==> src/rtl/matmul_proto_pkg.sv <==
`default_nettype none
// ============================================================================
// Module : matmul_proto_pkg
// Brief  : Shared constants, phase/handshake enums and header-byte helper for
//          the matrix-multiplier byte protocol.
// Rev    : 1.0 - initial release
// ============================================================================
package matmul_proto_pkg;

    localparam int         HDR_LEN   = 6;
    localparam logic [2:0] HDR_N_HI  = 3'd0;
    localparam logic [2:0] HDR_N_LO  = 3'd1;
    localparam logic [2:0] HDR_M_HI  = 3'd2;
    localparam logic [2:0] HDR_M_LO  = 3'd3;
    localparam logic [2:0] HDR_SCALE = 3'd4;
    localparam logic [2:0] HDR_SHIFT = 3'd5;

    localparam int N_ROW_CACHED_DEF = 15;

    typedef enum logic [2:0] {
        PH_IDLE = 3'd0,
        PH_HDR  = 3'd1,
        PH_ROWS = 3'd2,
        PH_COL  = 3'd3,
        PH_RES  = 3'd4
    } phase_t;

    typedef enum logic [1:0] {
        TX_IDLE = 2'd0,
        TX_REQ  = 2'd1,
        TX_BUSY = 2'd2,
        TX_GAP  = 2'd3
    } tx_state_t;

    function automatic logic [7:0] hdr_byte(
        input logic [2:0]  idx,
        input logic [11:0] n,
        input logic [11:0] m,
        input logic [7:0]  scale,
        input logic [7:0]  shift
    );
        logic [7:0] b;
        case (idx)
            HDR_N_HI:  b = {4'h0, n[11:8]};
            HDR_N_LO:  b = n[7:0];
            HDR_M_HI:  b = {4'h0, m[11:8]};
            HDR_M_LO:  b = m[7:0];
            HDR_SCALE: b = scale;
            HDR_SHIFT: b = shift;
            default:   b = 8'h00;
        endcase
        return b;
    endfunction

endpackage
`default_nettype wire

==> src/rtl/uart_byte_tx_hs.sv <==
`default_nettype none
// ============================================================================
// Module : uart_byte_tx_hs
// Brief  : Per-byte we/wait transmit handshake; ack pulses once the byte has
//          been accepted and uart_we has dropped.
// Rev    : 1.0 - initial release
// ============================================================================
module uart_byte_tx_hs
    import matmul_proto_pkg::*;
(
    input  logic       clk_48mhz,
    input  logic       resetn,
    input  logic       load,
    input  logic [7:0] load_data,
    output logic       ready,
    output logic       ack,
    output logic [7:0] uart_di,
    output logic       uart_we,
    input  logic       uart_wait
);

    tx_state_t  r_state;
    tx_state_t  w_state_next;
    logic [7:0] r_di;
    logic       r_we;

    always_ff @(posedge clk_48mhz or negedge resetn) begin
        if (!resetn) begin
            r_state <= TX_IDLE;
        end else begin
            r_state <= w_state_next;
        end
    end

    always_comb begin
        w_state_next = r_state;
        ready        = 1'b0;
        ack          = 1'b0;
        case (r_state)
            TX_IDLE: begin
                ready = 1'b1;
                if (load) w_state_next = TX_REQ;
            end
            TX_REQ:  if (uart_wait)  w_state_next = TX_BUSY;
            TX_BUSY: if (!uart_wait) w_state_next = TX_GAP;
            TX_GAP: begin
                // uart_we is already low here, guaranteeing the idle gap
                ack          = 1'b1;
                w_state_next = TX_IDLE;
            end
            default: w_state_next = TX_IDLE;
        endcase
    end

    always_ff @(posedge clk_48mhz or negedge resetn) begin
        if (!resetn) begin
            r_di <= 8'h00;
            r_we <= 1'b0;
        end else if (r_state == TX_IDLE && load) begin
            r_di <= load_data;
            r_we <= 1'b1;
        end else if (r_state == TX_BUSY && !uart_wait) begin
            r_we <= 1'b0;
        end
    end

    assign uart_di = r_di;
    assign uart_we = r_we;

endmodule
`default_nettype wire

==> src/rtl/matmul_job_sender.sv <==
`default_nettype none
// ============================================================================
// Module : matmul_job_sender
// Brief  : Serializes a matmul job (header, cached rows, columns) onto a byte
//          UART and returns the far end's results tagged with row/column.
// Rev    : 1.0 - initial release
// ============================================================================
module matmul_job_sender
    import matmul_proto_pkg::*;
#(
    parameter int          N_ROW_CACHED = N_ROW_CACHED_DEF,
    parameter logic [23:0] RX_TIMEOUT   = 24'd4800000
) (
    input  logic        clk_48mhz,
    input  logic        resetn,
    input  logic        start,
    input  logic [11:0] cfg_n,
    input  logic [11:0] cfg_m,
    input  logic [7:0]  cfg_scale,
    input  logic [7:0]  cfg_shift,
    input  logic [7:0]  src_data,
    input  logic        src_valid,
    output logic        src_ready,
    output logic [7:0]  uart_di,
    output logic        uart_we,
    input  logic        uart_wait,
    output logic        uart_re,
    input  logic [7:0]  uart_do,
    input  logic        uart_ready,
    output logic [7:0]  res_data,
    output logic        res_valid,
    output logic [3:0]  res_row,
    output logic [11:0] res_col,
    output logic        busy,
    output logic        done,
    output logic        err
);

    localparam logic [3:0] c_last_row = 4'(N_ROW_CACHED - 1);

    phase_t      r_state;
    phase_t      w_state_next;
    logic [11:0] r_cfg_n, r_cfg_m;
    logic [7:0]  r_cfg_scale, r_cfg_shift;
    logic [11:0] r_byte_idx, r_col_idx;
    logic [3:0]  r_row_idx, r_res_idx;
    logic        r_tx_pending, r_re, r_rx_hold;
    logic [7:0]  r_res_data;
    logic        r_res_valid, r_done, r_err;
    logic [3:0]  r_res_row;
    logic [11:0] r_res_col;
    logic [23:0] r_tmo_cnt;

    logic        w_tx_ready, w_tx_ack, w_tx_load, w_fetch;
    logic [7:0]  w_tx_data;
    logic        w_byte_last, w_row_last, w_res_last, w_col_last;
    logic        w_rx_take, w_timeout;

    assign w_byte_last = (r_state == PH_HDR) ? (r_byte_idx == 12'(HDR_LEN - 1))
                                             : (r_byte_idx == r_cfg_n);
    assign w_row_last  = (r_row_idx == c_last_row);
    assign w_res_last  = (r_res_idx == c_last_row);
    assign w_col_last  = (r_col_idx == r_cfg_m);
    assign w_rx_take   = (r_state == PH_RES) && r_re && uart_ready;
    assign w_timeout   = (r_state == PH_RES) && !uart_ready
                         && (r_tmo_cnt == RX_TIMEOUT - 24'd1);

    always_ff @(posedge clk_48mhz or negedge resetn) begin
        if (!resetn) begin
            r_state <= PH_IDLE;
        end else begin
            r_state <= w_state_next;
        end
    end

    always_comb begin
        w_state_next = r_state;
        w_tx_load    = 1'b0;
        w_fetch      = 1'b0;
        w_tx_data    = src_data;
        case (r_state)
            PH_IDLE: if (start) w_state_next = PH_HDR;
            PH_HDR: begin
                w_tx_data = hdr_byte(r_byte_idx[2:0], r_cfg_n, r_cfg_m,
                                     r_cfg_scale, r_cfg_shift);
                w_tx_load = w_tx_ready && !r_tx_pending;
                if (w_tx_ack && w_byte_last) w_state_next = PH_ROWS;
            end
            PH_ROWS, PH_COL: begin
                w_fetch   = w_tx_ready && !r_tx_pending && src_valid;
                w_tx_load = w_fetch;
                if (w_tx_ack && w_byte_last) begin
                    if (r_state == PH_COL)  w_state_next = PH_RES;
                    else if (w_row_last)    w_state_next = PH_COL;
                end
            end
            PH_RES: begin
                if (w_timeout)                    w_state_next = PH_IDLE;
                else if (r_rx_hold && w_res_last) w_state_next = w_col_last ? PH_IDLE : PH_COL;
            end
            default: w_state_next = PH_IDLE;
        endcase
    end

    always_ff @(posedge clk_48mhz or negedge resetn) begin
        if (!resetn) begin
            r_cfg_n      <= '0;
            r_cfg_m      <= '0;
            r_cfg_scale  <= '0;
            r_cfg_shift  <= '0;
            r_byte_idx   <= '0;
            r_col_idx    <= '0;
            r_row_idx    <= '0;
            r_res_idx    <= '0;
            r_tx_pending <= 1'b0;
            r_re         <= 1'b0;
            r_rx_hold    <= 1'b0;
            r_res_data   <= '0;
            r_res_valid  <= 1'b0;
            r_res_row    <= '0;
            r_res_col    <= '0;
            r_done       <= 1'b0;
            r_err        <= 1'b0;
            r_tmo_cnt    <= '0;
        end else begin
            r_done      <= 1'b0;
            r_err       <= 1'b0;
            r_res_valid <= 1'b0;

            if (r_state == PH_IDLE && start) begin
                r_cfg_n     <= cfg_n;
                r_cfg_m     <= cfg_m;
                r_cfg_scale <= cfg_scale;
                r_cfg_shift <= cfg_shift;
                r_byte_idx  <= '0;
                r_row_idx   <= '0;
                r_col_idx   <= '0;
                r_res_idx   <= '0;
            end

            if (w_tx_load)     r_tx_pending <= 1'b1;
            else if (w_tx_ack) r_tx_pending <= 1'b0;

            // Byte/row counters advance only once a byte has fully left
            if (w_tx_ack) begin
                if (!w_byte_last) begin
                    r_byte_idx <= r_byte_idx + 12'd1;
                end else begin
                    r_byte_idx <= '0;
                    if (r_state == PH_ROWS) r_row_idx <= w_row_last ? 4'd0 : r_row_idx + 4'd1;
                    if (r_state == PH_COL) begin
                        r_re      <= 1'b1;
                        r_res_idx <= '0;
                    end
                end
            end

            if (w_rx_take) begin
                r_re       <= 1'b0;
                r_res_data <= uart_do;
                r_rx_hold  <= 1'b1;
            end

            if (r_rx_hold) begin
                r_rx_hold   <= 1'b0;
                r_res_valid <= 1'b1;
                r_res_row   <= r_res_idx;
                r_res_col   <= r_col_idx;
                if (!w_res_last) begin
                    r_res_idx <= r_res_idx + 4'd1;
                    r_re      <= 1'b1;
                end else begin
                    r_res_idx <= '0;
                    if (w_col_last) begin
                        r_done    <= 1'b1;
                        r_col_idx <= '0;
                    end else begin
                        r_col_idx <= r_col_idx + 12'd1;
                    end
                end
            end

            if (r_state != PH_RES || uart_ready) r_tmo_cnt <= '0;
            else                                 r_tmo_cnt <= r_tmo_cnt + 24'd1;

            if (w_timeout) begin
                r_err        <= 1'b1;
                r_re         <= 1'b0;
                r_rx_hold    <= 1'b0;
                r_tx_pending <= 1'b0;
            end
        end
    end

    uart_byte_tx_hs u_tx (
        .clk_48mhz (clk_48mhz),
        .resetn    (resetn),
        .load      (w_tx_load),
        .load_data (w_tx_data),
        .ready     (w_tx_ready),
        .ack       (w_tx_ack),
        .uart_di   (uart_di),
        .uart_we   (uart_we),
        .uart_wait (uart_wait)
    );

    assign src_ready = w_fetch;
    assign uart_re   = r_re;
    assign res_data  = r_res_data;
    assign res_valid = r_res_valid;
    assign res_row   = r_res_row;
    assign res_col   = r_res_col;
    assign busy      = (r_state != PH_IDLE);
    assign done      = r_done;
    assign err       = r_err;

endmodule
`default_nettype wire

==> config.mk <==
export PLATFORM = sky130hd
export DESIGN_NAME = matmul_job_sender
export DESIGN_NICKNAME = d
export VERILOG_FILES = /design/src/rtl/matmul_proto_pkg.sv /design/src/rtl/uart_byte_tx_hs.sv /design/src/rtl/matmul_job_sender.sv
export SDC_FILE = /design/constraint.sdc
export NUM_CORES = 1
export LEC_CHECK = 0
export ABC_AREA = 1
export BUFFER_PORTS_ARGS = -buffer_cell sky130_fd_sc_hd__buf_2
export CAP_MARGIN = 20
export CORE_AREA = 2 2 157 159
export CTS_BUF_LIST = sky130_fd_sc_hd__clkbuf_16
export CTS_CLUSTER_DIAMETER = 50
export DETAILED_ROUTE_END_ITERATION = 8
export DIE_AREA = 0 0 159 161
export GPL_TIMING_DRIVEN = 0
export PLACE_DENSITY_LB_ADDON = 0.08
export SYNTH_ARGS = -nofsm -noshare
export SYNTH_HDL_FRONTEND = slang
export SYNTH_HIERARCHICAL = 1
export SYNTH_SLANG_ARGS = --single-unit
==> constraint.sdc <==
create_clock -name clk_48mhz -period 2.2 [get_ports clk_48mhz]
set_clock_uncertainty 0.2 [all_clocks]
set_input_delay 0.11 -clock clk_48mhz [delete_from_list [all_inputs] [get_ports clk_48mhz]]
set_output_delay 0.11 -clock clk_48mhz [all_outputs]
set_load 0.01 [all_outputs]
# Word level (Yosys, flattened, before mapping)
# Cells that the tools add are included.
# Widths: inputs -> output; s select.
[totals]
inputBits = 62
regBits = 140
[classes]
reduce_logical = 25
n_eq_ne = 27
n_mux = 59
n_addsub = 5
[ops]
columns = ["operator", "n"]
rows = [
  ["$mux 12", 7],
  ["$pmux 8 s6", 1],
  ["$mux 4", 11],
  ["$add 12x1->12 const B", 2],
  ["$add 24x1->24 const B", 1],
  ["$eq 12x12->1", 2],
  ["$eq 24x23->1 const B", 1],
  ["$mux 1", 24],
  ["$mux 24", 1],
  ["$mux 3", 7],
  ["$eq 12x3->1 const B", 1],
  ["$eq 3x2->1 const B", 4],
  ["$pmux 3 s4", 1],
  ["$logic_and 1x1->1", 11],
  ["$eq 3x3->1 const B", 3],
  ["$add 4x1->4 const B", 2],
  ["$eq 4x4->1 const B", 2],
  ["$mux 2", 4],
  ["$mux 8", 1],
  ["$ne 2x2->1 const B", 4],
  ["$pmux 2 s4", 1],
  ["$eq 3x1->1 const B", 2],
  ["$logic_not 3->1", 2],
  ["$ne 3x3->1 const B", 2],
  ["other kinds (13)", 19],
]

# Depth between registers and ports, before layout
[logic_depth]
word_depth = 8
ltp_mapped = 15
depth_no_buf = 14

# By module
# Netlist, hierarchy kept.
[modules_own_cells]
columns = ["mod", "cells_per_inst", "instances", "area_per_inst_um2"]
rows = [
  ["matmul_job_sender", 744, 1, 6555.0],
  ["uart_byte_tx_hs", 61, 1, 550.5],
]

# Least setup slack after synthesis
# OpenSTA, ideal clock, no wires.
[synth_timing]
kind = "register -> register"
startpoint = "register r_tmo_cnt[0]"
endpoint = "register r_tmo_cnt[18]"
stages_incl_launch_ff = 13
t_arrival_ns = 1.587
path_slack_ns = 0.288
setup_ns = 0.125
path_cell_list = "dfrtp_1 ha_1 nand2_1 nor2_1 nand2_1 nor2_4 nand2_2 nor2_4 nand2_1 nor2_1 nand2_1 o31ai_1 nor2_1"
[synth_between]
elab_chain_len = 2
[synth_lines]
columns = ["item", "line_no", "source"]
rows = [
  ["from (decl)", "matmul_job_sender.sv:52", "logic [23:0] r_tmo_cnt;"],
  ["from (signal assigned)", "matmul_job_sender.sv:184", "else r_tmo_cnt <= r_tmo_cnt + 24'd1;"],
  ["$add 24x1->24", "matmul_job_sender.sv:184", ""],
  ["$mux 24", "matmul_job_sender.sv:183", "if (r_state != PH_RES || uart_ready) r_tmo_cnt <= '0;"],
]
# Every way passes these cells.
# A chain may end at the register's enable or synchronous reset.

# Worst setup path in the final report
# Same ends and word-level chain as after synthesis.

==> results.cfg <==
[synth]
synth_area_mm2 = 0.00711
synth_cell_types = 46
syn-num-nets = 878
synth.most_common_cell = nand2_1
synth_cells = 805
async_flop_share = 1.00
ys_seq_area_frac = 0.493
synth_largest_area_cell = dfrtp_1
avgSynthCellArea_um2 = 8.83
synth_top_area_share = 0.493
synthFlopType = dfrtp_1
ys_warn_count = 6
ys_ff_latch = 140
synth_common_cells = nand2_1 (199), dfrtp_1 (140), inv_1 (82), nor2_1 (63), nand3_1 (56)
synthTopCellsByArea = dfrtp_1 (49%), nand2_1 (11%), mux2_2 (7.3%), inv_1 (4.3%), nand3_1 (3.9%)
synth_edf_count = 0

[min_path]
min-delay-start = src_valid
min_path_type = input pin to flip-flop

[timing]
hold_ws_ns = 0.0230
fin_crit_ns = 2.09
maxSlewViolCount = 0
finalCritPeriodShare = 0.949
max_freq_ghz = 0.479
rsz0062_at_grt = true
finalSetupViolations = 0
worst_pin_slew_ns = 0.766
fin_tns_setup_ns = 0
hold_viol = 0
slew_headroom = 0.489

[floorplanning]
dieHeight_um = 161
start_util = 0.297
rows = 57
fp.dieW_um = 159
io-pin-count = 101
core-area_mm2 = 0.0240
die_area_mm2 = 0.0256

[final_layout]
final_nets = 1060
fill_cells = 2494
utilization = 0.394
drive_gt1_frac = 0.262
syn_to_final_growth_pct = 32.7
insertedDiodeCount = 0

[routing]
wl_um = 20200
antenna_left = 0
drt_iter0_markers = 262
wl_per_cell_um = 15.3
drtPass1Iterations = 4
drc = 0
vias_per_cell = 4.53
vias = 5997

[global_route]
antenna_found_initial = 0
grt-ovfl-total = 0
grt_pass1_vias = 6014
grt_max_degree = 80
grt.total_usage = 0.161
grt_pass1_wl_um = 32400

[clock_tree]
cts.sinks = 140
clk_latency_ns = 0.42
cts.clk_slew.worst_paths_ns = 0.06
cts_buffers = 17
tritoncts = done
clock_path_buffers = 2
htreeDepth = 4
cts_root_buffer = clkbuf_16

[placement]
finalWeightedCongestion = 0.800
hpwl_um = 14300
io_buffers = 100

[power]
power_density_mw_per_mm2 = 957
ir_drop_mv = 0.380
power.leakage_uw = 0.00439

[setup_path]
critical_path_class = flip-flop to flip-flop
cp.arrival_ns = 2.19
reg2reg_from = r_tmo_cnt[0]
cp-start-kind = flip-flop
worst_ep_required_time_ns = 2.30
crit_fanout = 4
crit_start = r_tmo_cnt[0]
end_kind = flip-flop

[flow_run]
max-cap-violations = 0

[outcome]
outcome = finished, final reports clean
-- through the flow --
| stage | instances | cell area (um2) | total power, uW | worst slack, ns |
|---|---|---|---|---|
| 4_1_cts | 1320 | 9230 | 9020 | 0.00707 |
| 5_1_grt | 1324 | 9430 | 9610 | -0.0414 |
| 3_5_place_dp | 1230 | 8050 | 5960 | -0.102 |
| 2_1_floorplan | 805 | 7110 | 5140 | 0.288 |
| 3_3_place_gp | 1229 | 8010 | 5960 | -1.50 |
| 6_report | 1324 | 9430 | 9020 | 0.113 |
-- layout by cell type (no fill, tap or decap), types with 7 or more instances in the layout --
cell / count
nor3_1: 11
o21ai_0: 37
nand3_2: 7
nor2_1: 54
o22ai_1: 15
nand2_1: 193
dlygate4sd3_1: 59
inv_2: 8
nor2_2: 8
mux2_2: 46
clkbuf_16: 17
ha_1: 9
nand3_1: 50
nand2_2: 8
xor2_1: 21
nand4_1: 16
a21oi_1: 16
buf_2: 106
dfrtp_1: 138
inv_1: 80
-- sequential cells by signal, indices dropped and copies added, names as in the netlist, 2 cells and up --
| register | cells |
|---|---|
| r_row_idx | 4 |
| r_cfg_n | 12 |
| r_cfg_m | 12 |
| r_state | 3 |
| res_col | 12 |
| r_col_idx | 12 |
| u_tx/uart_di | 8 |
| r_cfg_shift | 8 |
| u_tx/r_state | 2 |
| r_byte_idx | 12 |
| r_cfg_scale | 8 |
| res_row | 4 |
| r_tmo_cnt | 24 |
| res_data | 8 |
| r_res_idx | 4 |
-- per-layer routing --
metal / vias to the layer above / global-route usage / share of wire / wire [um]
met4: 0 / 0.0401 / 0.0052 / 106
li1: 3030 / - / - / -
met2: 102 / 0.259 / 0.47 / 9610
met3: 8 / 0.0347 / 0.038 / 759
met1: 2857 / 0.223 / 0.48 / 9760
met5: - / 0 / 0 / 0
-- layout make-up --
type	instances	area (um2)	share of cell area
Sequential cell	140	3510	0.372
Multi-Input combinational cell	557	3320	0.353
Timing Repair Buffer	165	1160	0.123
Clock buffer	17	425	0.0451
Tap cell	324	405	0.0430
Inverter	88	333	0.0353
Clock inverter	15	155	0.0165
Buffer	18	119	0.0126
-- logic make-up (layout without fill, tap and decap cells) --
logic type               after synthesis  in the layout  share of synthesized area
AND/OR/NAND/NOR                      376            376                      0.236
flip-flops                           140            140                      0.493
buffers and inverters                108            303                     0.0627
AO/OA/AOI/OAI                         99             99                     0.0851
multiplexers                          46             46                     0.0729
XOR/XNOR                              25             25                     0.0308
adder cells (fa/ha/maj)               11             11                     0.0194
-- path summary, 6_finish.rpt --
check	end	slack (ns)	cells after the start
worst min register to register	r_tmo_cnt[0]	0.26	1
worst max register to register	r_tmo_cnt[18]	0.11	12
worst min-delay path	r_tx_pending	0.02	5
max in group asynchronous	r_state[0]	0.86	3
worst max-delay path	r_tmo_cnt[18]	0.11	12
min in group asynchronous	res_col[7]	0.12	2
-- timing repair --
| item | in CTS | in global routing |
|---|---|---|
| gates resized for setup | 6 | 49 |
| setup buffers | 0 | 5 |
| hold endpoints to repair | 142 | 0 |
| hold buffers | 59 | 0 |
| pin swaps | 0 | 12 |
| endpoints found under the setup margin | 21 | 53 |
-- critical path, stage by stage, from the launching register on --
cell and delay, ns:
dfrtp_1 0.37, ha_2 0.19, nand2_2 0.06, nor2_2 0.11, nand2_2 0.07, nor2_4 0.16, nand2_4 0.10, nor2_4 0.13
nand2_2 0.07, nor2_4 0.16, nand2_2 0.09, o31ai_2 0.18, nor2_1 0.07
-- report_power, final --
| group | total (uW) | leakage, uW | internal, uW | switching [uW] |
|---|---|---|---|---|
| logic | 2510 | 0.00226 | 1180 | 1330 |
| clock network | 2900 | 0.000282 | 1760 | 1140 |
| registers | 3620 | 0.00184 | 3120 | 500 |
Note: power is estimated with default switching activity, not from simulation.
